**src/rtl/brightness_oe_sequencer_pkg.sv**
```systemverilog
// Shared types and default parameters for the brightness OE sequencer.
// Timeout width is sized so BASE << (LEVELS-1) fits without wrap at the defaults.
package brightness_oe_sequencer_pkg;

  localparam int unsigned BRIGHTNESS_LEVELS                = 8;
  localparam int unsigned BRIGHTNESS_BASE_TIMEOUT          = 4;
  localparam int unsigned BRIGHTNESS_STATE_TIMEOUT_OVERLAP = 3;
  localparam int unsigned BRIGHTNESS_DEAD_TIME             = 2;
  localparam int unsigned BRIGHTNESS_DIM_WIDTH             = 8;
  localparam int unsigned BRIGHTNESS_TIMEOUT_WIDTH         = 10;

  typedef logic [BRIGHTNESS_LEVELS-1:0]        brightness_level_t;
  typedef logic [BRIGHTNESS_TIMEOUT_WIDTH-1:0] brightness_timeout_t;
  typedef logic [BRIGHTNESS_DIM_WIDTH-1:0]     brightness_dim_t;

  typedef enum logic [2:0] {
    IDLE,
    LOAD,
    BLANK,
    ON,
    OFF
  } oe_state_t;

endpackage

```
**src/rtl/brightness_oe_sequencer_on_time_calc.sv**
```systemverilog
// Combinational window / on-time calculation for one bit-plane.
// Dimming arithmetic only exists when BRIGHTNESS_GLOBAL_DIM_EN is defined.
module brightness_on_time_calc
  import brightness_oe_sequencer_pkg::*;
#(
  parameter int unsigned LEVELS       = BRIGHTNESS_LEVELS,
  parameter int unsigned BASE_TIMEOUT = BRIGHTNESS_BASE_TIMEOUT,
  parameter int unsigned DIM_WIDTH    = BRIGHTNESS_DIM_WIDTH
) (
  input  brightness_level_t   mask,
  input  brightness_dim_t     global_dim,
  output brightness_timeout_t window,
  output brightness_timeout_t on_cycles,
  output logic                one_hot
);

  localparam int unsigned IDX_W = (LEVELS > 1) ? $clog2(LEVELS) : 1;
  localparam int unsigned TW    = $bits(brightness_timeout_t);

  logic [IDX_W-1:0]    w_idx;
  brightness_timeout_t w_shifted;

  // Descending scan so the lowest set bit wins.
  always_comb begin
    w_idx = '0;
    for (int unsigned i = LEVELS; i > 0; i--) begin
      if (mask[IDX_W'(i - 1)]) w_idx = IDX_W'(i - 1);
    end
    one_hot   = $onehot(mask);
    w_shifted = brightness_timeout_t'(BASE_TIMEOUT << w_idx);
    if (!one_hot || (w_shifted == '0)) window = brightness_timeout_t'(1);
    else                               window = w_shifted;
  end

`ifdef BRIGHTNESS_GLOBAL_DIM_EN
  localparam int unsigned PW = TW + DIM_WIDTH + 1;

  logic [PW-1:0]       w_prod;
  brightness_timeout_t w_scaled;

  always_comb begin
    w_prod   = PW'(window) * (PW'(global_dim) + PW'(1));
    w_scaled = brightness_timeout_t'(w_prod >> DIM_WIDTH);
    if (w_scaled == '0)        on_cycles = brightness_timeout_t'(1);
    else if (w_scaled > window) on_cycles = window;
    else                        on_cycles = w_scaled;
  end
`else
  logic [DIM_WIDTH-1:0] w_unused_dim;

  assign w_unused_dim = global_dim;
  assign on_cycles    = window;
`endif

endmodule

```
**src/rtl/brightness_oe_sequencer.sv**
```systemverilog
// Per-plane OE sequencer: LOAD, optional BLANK dead time, ON for the dimmed
// fraction, OFF for the rest of the window. Dimming via BRIGHTNESS_GLOBAL_DIM_EN.
module brightness_oe_sequencer #(
  parameter int unsigned BRIGHTNESS_LEVELS                = brightness_oe_sequencer_pkg::BRIGHTNESS_LEVELS,
  parameter int unsigned BRIGHTNESS_BASE_TIMEOUT          = brightness_oe_sequencer_pkg::BRIGHTNESS_BASE_TIMEOUT,
  parameter int unsigned BRIGHTNESS_STATE_TIMEOUT_OVERLAP = brightness_oe_sequencer_pkg::BRIGHTNESS_STATE_TIMEOUT_OVERLAP,
  parameter int unsigned DEAD_TIME                        = brightness_oe_sequencer_pkg::BRIGHTNESS_DEAD_TIME,
  parameter int unsigned DIM_WIDTH                        = brightness_oe_sequencer_pkg::BRIGHTNESS_DIM_WIDTH
) (
  input  logic                                          clk_in,
  input  logic                                          reset,
  input  brightness_oe_sequencer_pkg::brightness_level_t brightness_mask_active,
  input  logic                                          row_latch,
  input  brightness_oe_sequencer_pkg::brightness_dim_t   global_dim,
  output logic                                          output_enable,
  output logic                                          exceeded_overlap_time,
  output logic                                          busy,
  output logic                                          plane_done,
  output logic                                          mask_error
);
  import brightness_oe_sequencer_pkg::*;

  localparam brightness_timeout_t T_ONE      = brightness_timeout_t'(1);
  localparam brightness_timeout_t T_OVERLAP  = brightness_timeout_t'(BRIGHTNESS_STATE_TIMEOUT_OVERLAP);
  localparam logic [7:0]          BLANK_LOAD = (DEAD_TIME > 0) ? 8'(DEAD_TIME - 1) : 8'd0;

  oe_state_t           r_state;
  logic                r_row_latch_q;
  brightness_timeout_t r_window;
  brightness_timeout_t r_on_cycles;
  brightness_timeout_t r_remaining;
  brightness_timeout_t r_on_left;
  logic [7:0]          r_blank_cnt;
  logic                r_oe;
  logic                r_exceeded;
  logic                r_busy;
  logic                r_done;
  logic                r_mask_error;

  logic                w_fall;
  brightness_timeout_t w_window;
  brightness_timeout_t w_on_cycles;
  logic                w_one_hot;

  assign w_fall = r_row_latch_q & ~row_latch;

  brightness_on_time_calc #(
    .LEVELS       (BRIGHTNESS_LEVELS),
    .BASE_TIMEOUT (BRIGHTNESS_BASE_TIMEOUT),
    .DIM_WIDTH    (DIM_WIDTH)
  ) u_calc (
    .mask       (brightness_mask_active),
    .global_dim (global_dim),
    .window     (w_window),
    .on_cycles  (w_on_cycles),
    .one_hot    (w_one_hot)
  );

  // r_oe lags the ON state by one cycle; on_left and remaining move in lockstep,
  // so on_left==1 with remaining==1 means the window had no OFF part.
  always_ff @(posedge clk_in or negedge reset) begin
    if (!reset) begin
      r_state       <= IDLE;
      r_row_latch_q <= 1'b0;
      r_window      <= '0;
      r_on_cycles   <= '0;
      r_remaining   <= '0;
      r_on_left     <= '0;
      r_blank_cnt   <= '0;
      r_oe          <= 1'b0;
      r_exceeded    <= 1'b0;
      r_busy        <= 1'b0;
      r_done        <= 1'b0;
      r_mask_error  <= 1'b0;
    end else begin
      r_row_latch_q <= row_latch;
      r_oe          <= 1'b0;
      r_done        <= 1'b0;
      r_exceeded    <= ~w_fall & (r_remaining > T_OVERLAP);
      if (w_fall) begin
        r_state     <= LOAD;
        r_remaining <= '0;
        r_on_left   <= '0;
        r_busy      <= 1'b1;
      end else begin
        unique case (r_state)
          IDLE: ;
          LOAD: begin
            r_window    <= w_window;
            r_on_cycles <= w_on_cycles;
            if (!w_one_hot) r_mask_error <= 1'b1;
            if (DEAD_TIME > 0) begin
              r_state     <= BLANK;
              r_blank_cnt <= BLANK_LOAD;
            end else begin
              r_state     <= ON;
              r_remaining <= w_window;
              r_on_left   <= w_on_cycles;
            end
          end
          BLANK: begin
            if (r_blank_cnt == 8'd0) begin
              r_state     <= ON;
              r_remaining <= r_window;
              r_on_left   <= r_on_cycles;
            end else begin
              r_blank_cnt <= r_blank_cnt - 8'd1;
            end
          end
          ON: begin
            r_oe        <= 1'b1;
            r_remaining <= r_remaining - T_ONE;
            r_on_left   <= r_on_left - T_ONE;
            if (r_on_left == T_ONE) begin
              if (r_remaining > T_ONE) begin
                r_state <= OFF;
              end else begin
                r_state <= IDLE;
                r_done  <= 1'b1;
                r_busy  <= 1'b0;
              end
            end
          end
          OFF: begin
            r_remaining <= r_remaining - T_ONE;
            if (r_remaining == T_ONE) begin
              r_state <= IDLE;
              r_done  <= 1'b1;
              r_busy  <= 1'b0;
            end
          end
          default: r_state <= IDLE;
        endcase
      end
    end
  end

  // Gate also on the registered latch so a stale ON cycle never leaks out
  // in the cycle where an aborting fall is being taken.
  assign output_enable         = r_oe & ~row_latch & ~r_row_latch_q;
  assign exceeded_overlap_time = r_exceeded;
  assign busy                  = r_busy;
  assign plane_done            = r_done;
  assign mask_error            = r_mask_error;

endmodule
```
**config.mk**
```make
export PLATFORM = sky130hd
export DESIGN_NAME = brightness_oe_sequencer
export DESIGN_NICKNAME = d
export VERILOG_FILES = /design/src/rtl/brightness_oe_sequencer_pkg.sv /design/src/rtl/brightness_oe_sequencer_on_time_calc.sv /design/src/rtl/brightness_oe_sequencer.sv
export SDC_FILE = /design/constraint.sdc
export NUM_CORES = 1
export LEC_CHECK = 0
export BUFFER_PORTS_ARGS = -buffer_cell sky130_fd_sc_hd__buf_2
export CORE_ASPECT_RATIO = 1.25
export CORE_MARGIN = 8
export CORE_UTILIZATION = 60
export CTS_CLUSTER_DIAMETER = 40
export DETAILED_ROUTE_END_ITERATION = 8
export HOLD_SLACK_MARGIN = 0.03
export PLACE_DENSITY = 0.8
export SYNTH_ARGS = -nofsm -noshare
export SYNTH_HDL_FRONTEND = slang
export SYNTH_SLANG_ARGS = --single-unit
```
**constraint.sdc**
```tcl
create_clock -name clk_in -period 3 [get_ports clk_in]
set_clock_uncertainty 0.1 [all_clocks]
set_input_delay 0.6 -clock clk_in [delete_from_list [all_inputs] [get_ports clk_in]]
set_output_delay 0.6 -clock clk_in [all_outputs]
set_load 0.1 [all_outputs]
```
==> metrics.cfg <==
[synthesis]
synth_compound_area_share_pct = 19.8
syn-cell-area_um2 = 2940
yosysWarnings = 0
ys_seq_elements = 46
synth_top_area_share_pct = 39.2
synth_commonest_cells = dfrtp_1 (46), inv_1 (29), nor2_1 (22)
synthXorXnorAreaFrac_pct = 0
synth_mux_area_share_pct = 1.40
syn_nets = 360
synth_top_cell_by_area = dfrtp_1
ys_seq_area_share_pct = 39.2
synth.area.top_cells = dfrtp_1 (39%), ha_1 (6.0%), inv_1 (3.7%)
synth.avg_cell_area_um2 = 9.10
syn_inst = 323
synth.distinct_cells = 58
synth_edf_count = 0
synthSimpleGateAreaFrac_pct = 24.2
synth_top_family_by_area = simple AND/OR/NAND/NOR gates
synth-main-ff-cell = dfrtp_1
synthArstFlopShare_pct = 100
synth_fa_ha_area_share_pct = 8.68
synth.most_common_cell = dfrtp_1

[worst_setup_path]
crit_path_frequent_cell = fa_1
crit_buf_inv = 3
startpoint_type = primary input
crit_slowest_cell = fa_1
cpPeakStageDelay_ps = 550
end_kind = flop
critPathKind = in -> reg
path_cells = buf_8 > ha_4 > fa_1 > inv_2 > fa_1 > inv_1 > ha_2 > fa_1 > nor4b_4 > nand4_1 > nor2_1 > a32o_1
crit_family = adder cells
arrival_ps = 3550
cp.required_ps = 3140
crit_fanout = 4

[clock_network]
cts_buffer_depth = 2
ctsHoldBuffers = 0
cts.clk_slew.worst_paths_ps = 90
cts_max_level = 2
cts_root_buf = clkbuf_8
numCtsBuffers = 5
clk-insertion-delay-late_ps = 310
cts_tree = built
clock_sinks = 46

[final_layout]
fill_cells = 387
drive_gt1_share_pct = 18.1
seqCellArea_um2 = 1150
multi_input_area_um2 = 1660
final_nets = 384
finalInstanceArea_um2 = 3310
syn2layout_area_growth_pct = 12.7
num_antenna_cells = 0

[detailed_routing]
wirelength_um = 7350
ant_nets = 0
vias_per_cell = 6.56
drtPass1Iterations = 5
post_drt_wl_per_cell_um = 18.0
first_iter_violations = 238
drc_errors = 0
vias = 2676

[grt]
grt-ovfl-total = 0
grt_max_degree = 47
grt_pass1_vias = 2618
grtUsageTotal_pct = 20.3
antenna_found_initial = 0
grt_pass1_wl_um = 12200

[sta]
worstMarginPinSlew_ps = 1190
hold-worst-slack_ps = 352
drv_slew = 0
final.period_utilization_pct = 114
finalHoldViolations = 0
rsz0062_at_grt = yes
finalSetupTns_ps = -3090
finalCriticalPeriod_ps = 3410
fin_ws_ps = -414
setup_violations = 9
relSlewSlack_pct = 19.7
max_freq_mhz = 293

[power_and_ir_drop]
peakVddDrop_mv = 0.493
power_density_nw_per_um2 = 961
leakagePower_nw = 1.48
power.total_w = 0.00318

[run_status]
violations = setup timing
status = finished, violations left

[placed_design]
pre_cts_ws_ps = -803
io_buffers = 15
postPlaceCellArea_um2 = 3160
hpwl_um = 5060
gp_congestion = 0.876

[floorplan]
placementRows = 28
die_y_um = 94.3
ios = 24
core-area_um2 = 4730
start_util_pct = 62.1
die-area_um2 = 7410
die_x_um = 78.6

[worst_hold_path]
hold_class = in -> reg

[job]
maxCapViolCount = 0

-- through the flow --
step                      util, %  cells
after floorplan                 -    323
after global placement       66.8    398
after detailed placement     66.8    398
after CTS                    69.6    407
after global routing         70.0    408
final                        70.0    408
-- flip-flops by register name, indices dropped and copies added, names as in the netlist --
signal / cells
busy: 1
exceeded_overlap_time: 1
mask_error: 1
plane_done: 1
r_blank_cnt: 8
r_oe: 1
r_on_cycles: 9
r_on_left: 10
r_remaining: 10
r_row_latch_q: 1
r_state: 3
-- layout by cell type (no fill, tap or decap), types with 3 or more instances in the layout --
cell,instances
a21oi_1,17
a31oi_1,7
a32oi_1,7
and3_1,8
buf_2,12
buf_4,17
clkbuf_8,6
dfrtp_1,46
fa_1,3
ha_1,10
inv_1,26
inv_2,3
mux2i_1,3
nand2_1,20
nand2b_1,5
nand3_1,18
nand3b_1,3
nor2_1,20
nor3_1,6
nor3b_1,4
nor4_1,10
o21ai_0,8
o21bai_1,3
o22ai_1,9
o31a_1,3
o31ai_1,8
o32ai_1,3
or3_1,3
or4_1,6
-- final timing paths --
path / start / to / slack [ps] / cells past startpoint
worst max-delay path: brightness_mask_active[3] / r_on_cycles[2]$_DFFE_PN0P_ / -410 / 12
worst min-delay path: row_latch / r_row_latch_q$_DFF_PN0_ / 350 / 1
worst max register to register: r_state[0]$_DFFE_PN0P_ / r_remaining[4]$_DFFE_PN0P_ / 360 / 4
worst min register to register: mask_error$_DFFE_PN0P_ / mask_error$_DFFE_PN0P_ / 400 / 1
max in group asynchronous: reset / r_on_left[6]$_DFFE_PN0P_ / 1810 / 1
min in group asynchronous: reset / busy$_DFFE_PN0P_ / 360 / 1
-- cell type report --
cell class	count	area share [%]
clock buffers	7	2.61
repair buffers	32	6.91
well taps	60	2.27
clock inverters	1	0.151
multi-input cells	233	50.0
flip-flops and latches	46	34.8
inverters	29	3.29
-- power breakdown --
group / leakage (nW) / switching [W] / internal, W
registers: 0.602 / 0.000237 / 0.000829
clock network: 0.0482 / 0.000213 / 0.000186
logic: 0.826 / 0.00104 / 0.000680
total: 1.48 / 0.00149 / 0.00169
-- layer usage --
layer	vias up	wire (µm)	GRT usage, %
met5	-	0	0
met2	93	3790	34.6
li1	1253	-	-
met4	0	213	9.60
met3	20	327	3.16
met1	1310	3020	24.5
-- logic make-up (layout without fill, tap and decap cells) --
group	after synthesis	count (layout)
AND/OR/NAND/NOR	126	126
AO/OA/AOI/OAI	85	85
flip-flops	46	46
buffers and inverters	44	69
adder cells (fa/ha/maj)	18	18
multiplexers	4	4
-- what timing repair did --
action | 4_1_cts | 5_1_grt
endpoints found under the setup margin | 10 | 10
pin swaps | 12 | 4
gates resized for setup | 9 | 5
buffers inserted | 1 | 1
-- worst reg2reg max path, stage by stage, from the launching register on --
cell and delay [ps]:
dfrtp_1 570, or3b_1 440, nand2_1 170, o31ai_1 970
o22ai_1 230
No activity file was read; power rests on OpenSTA's default activity.
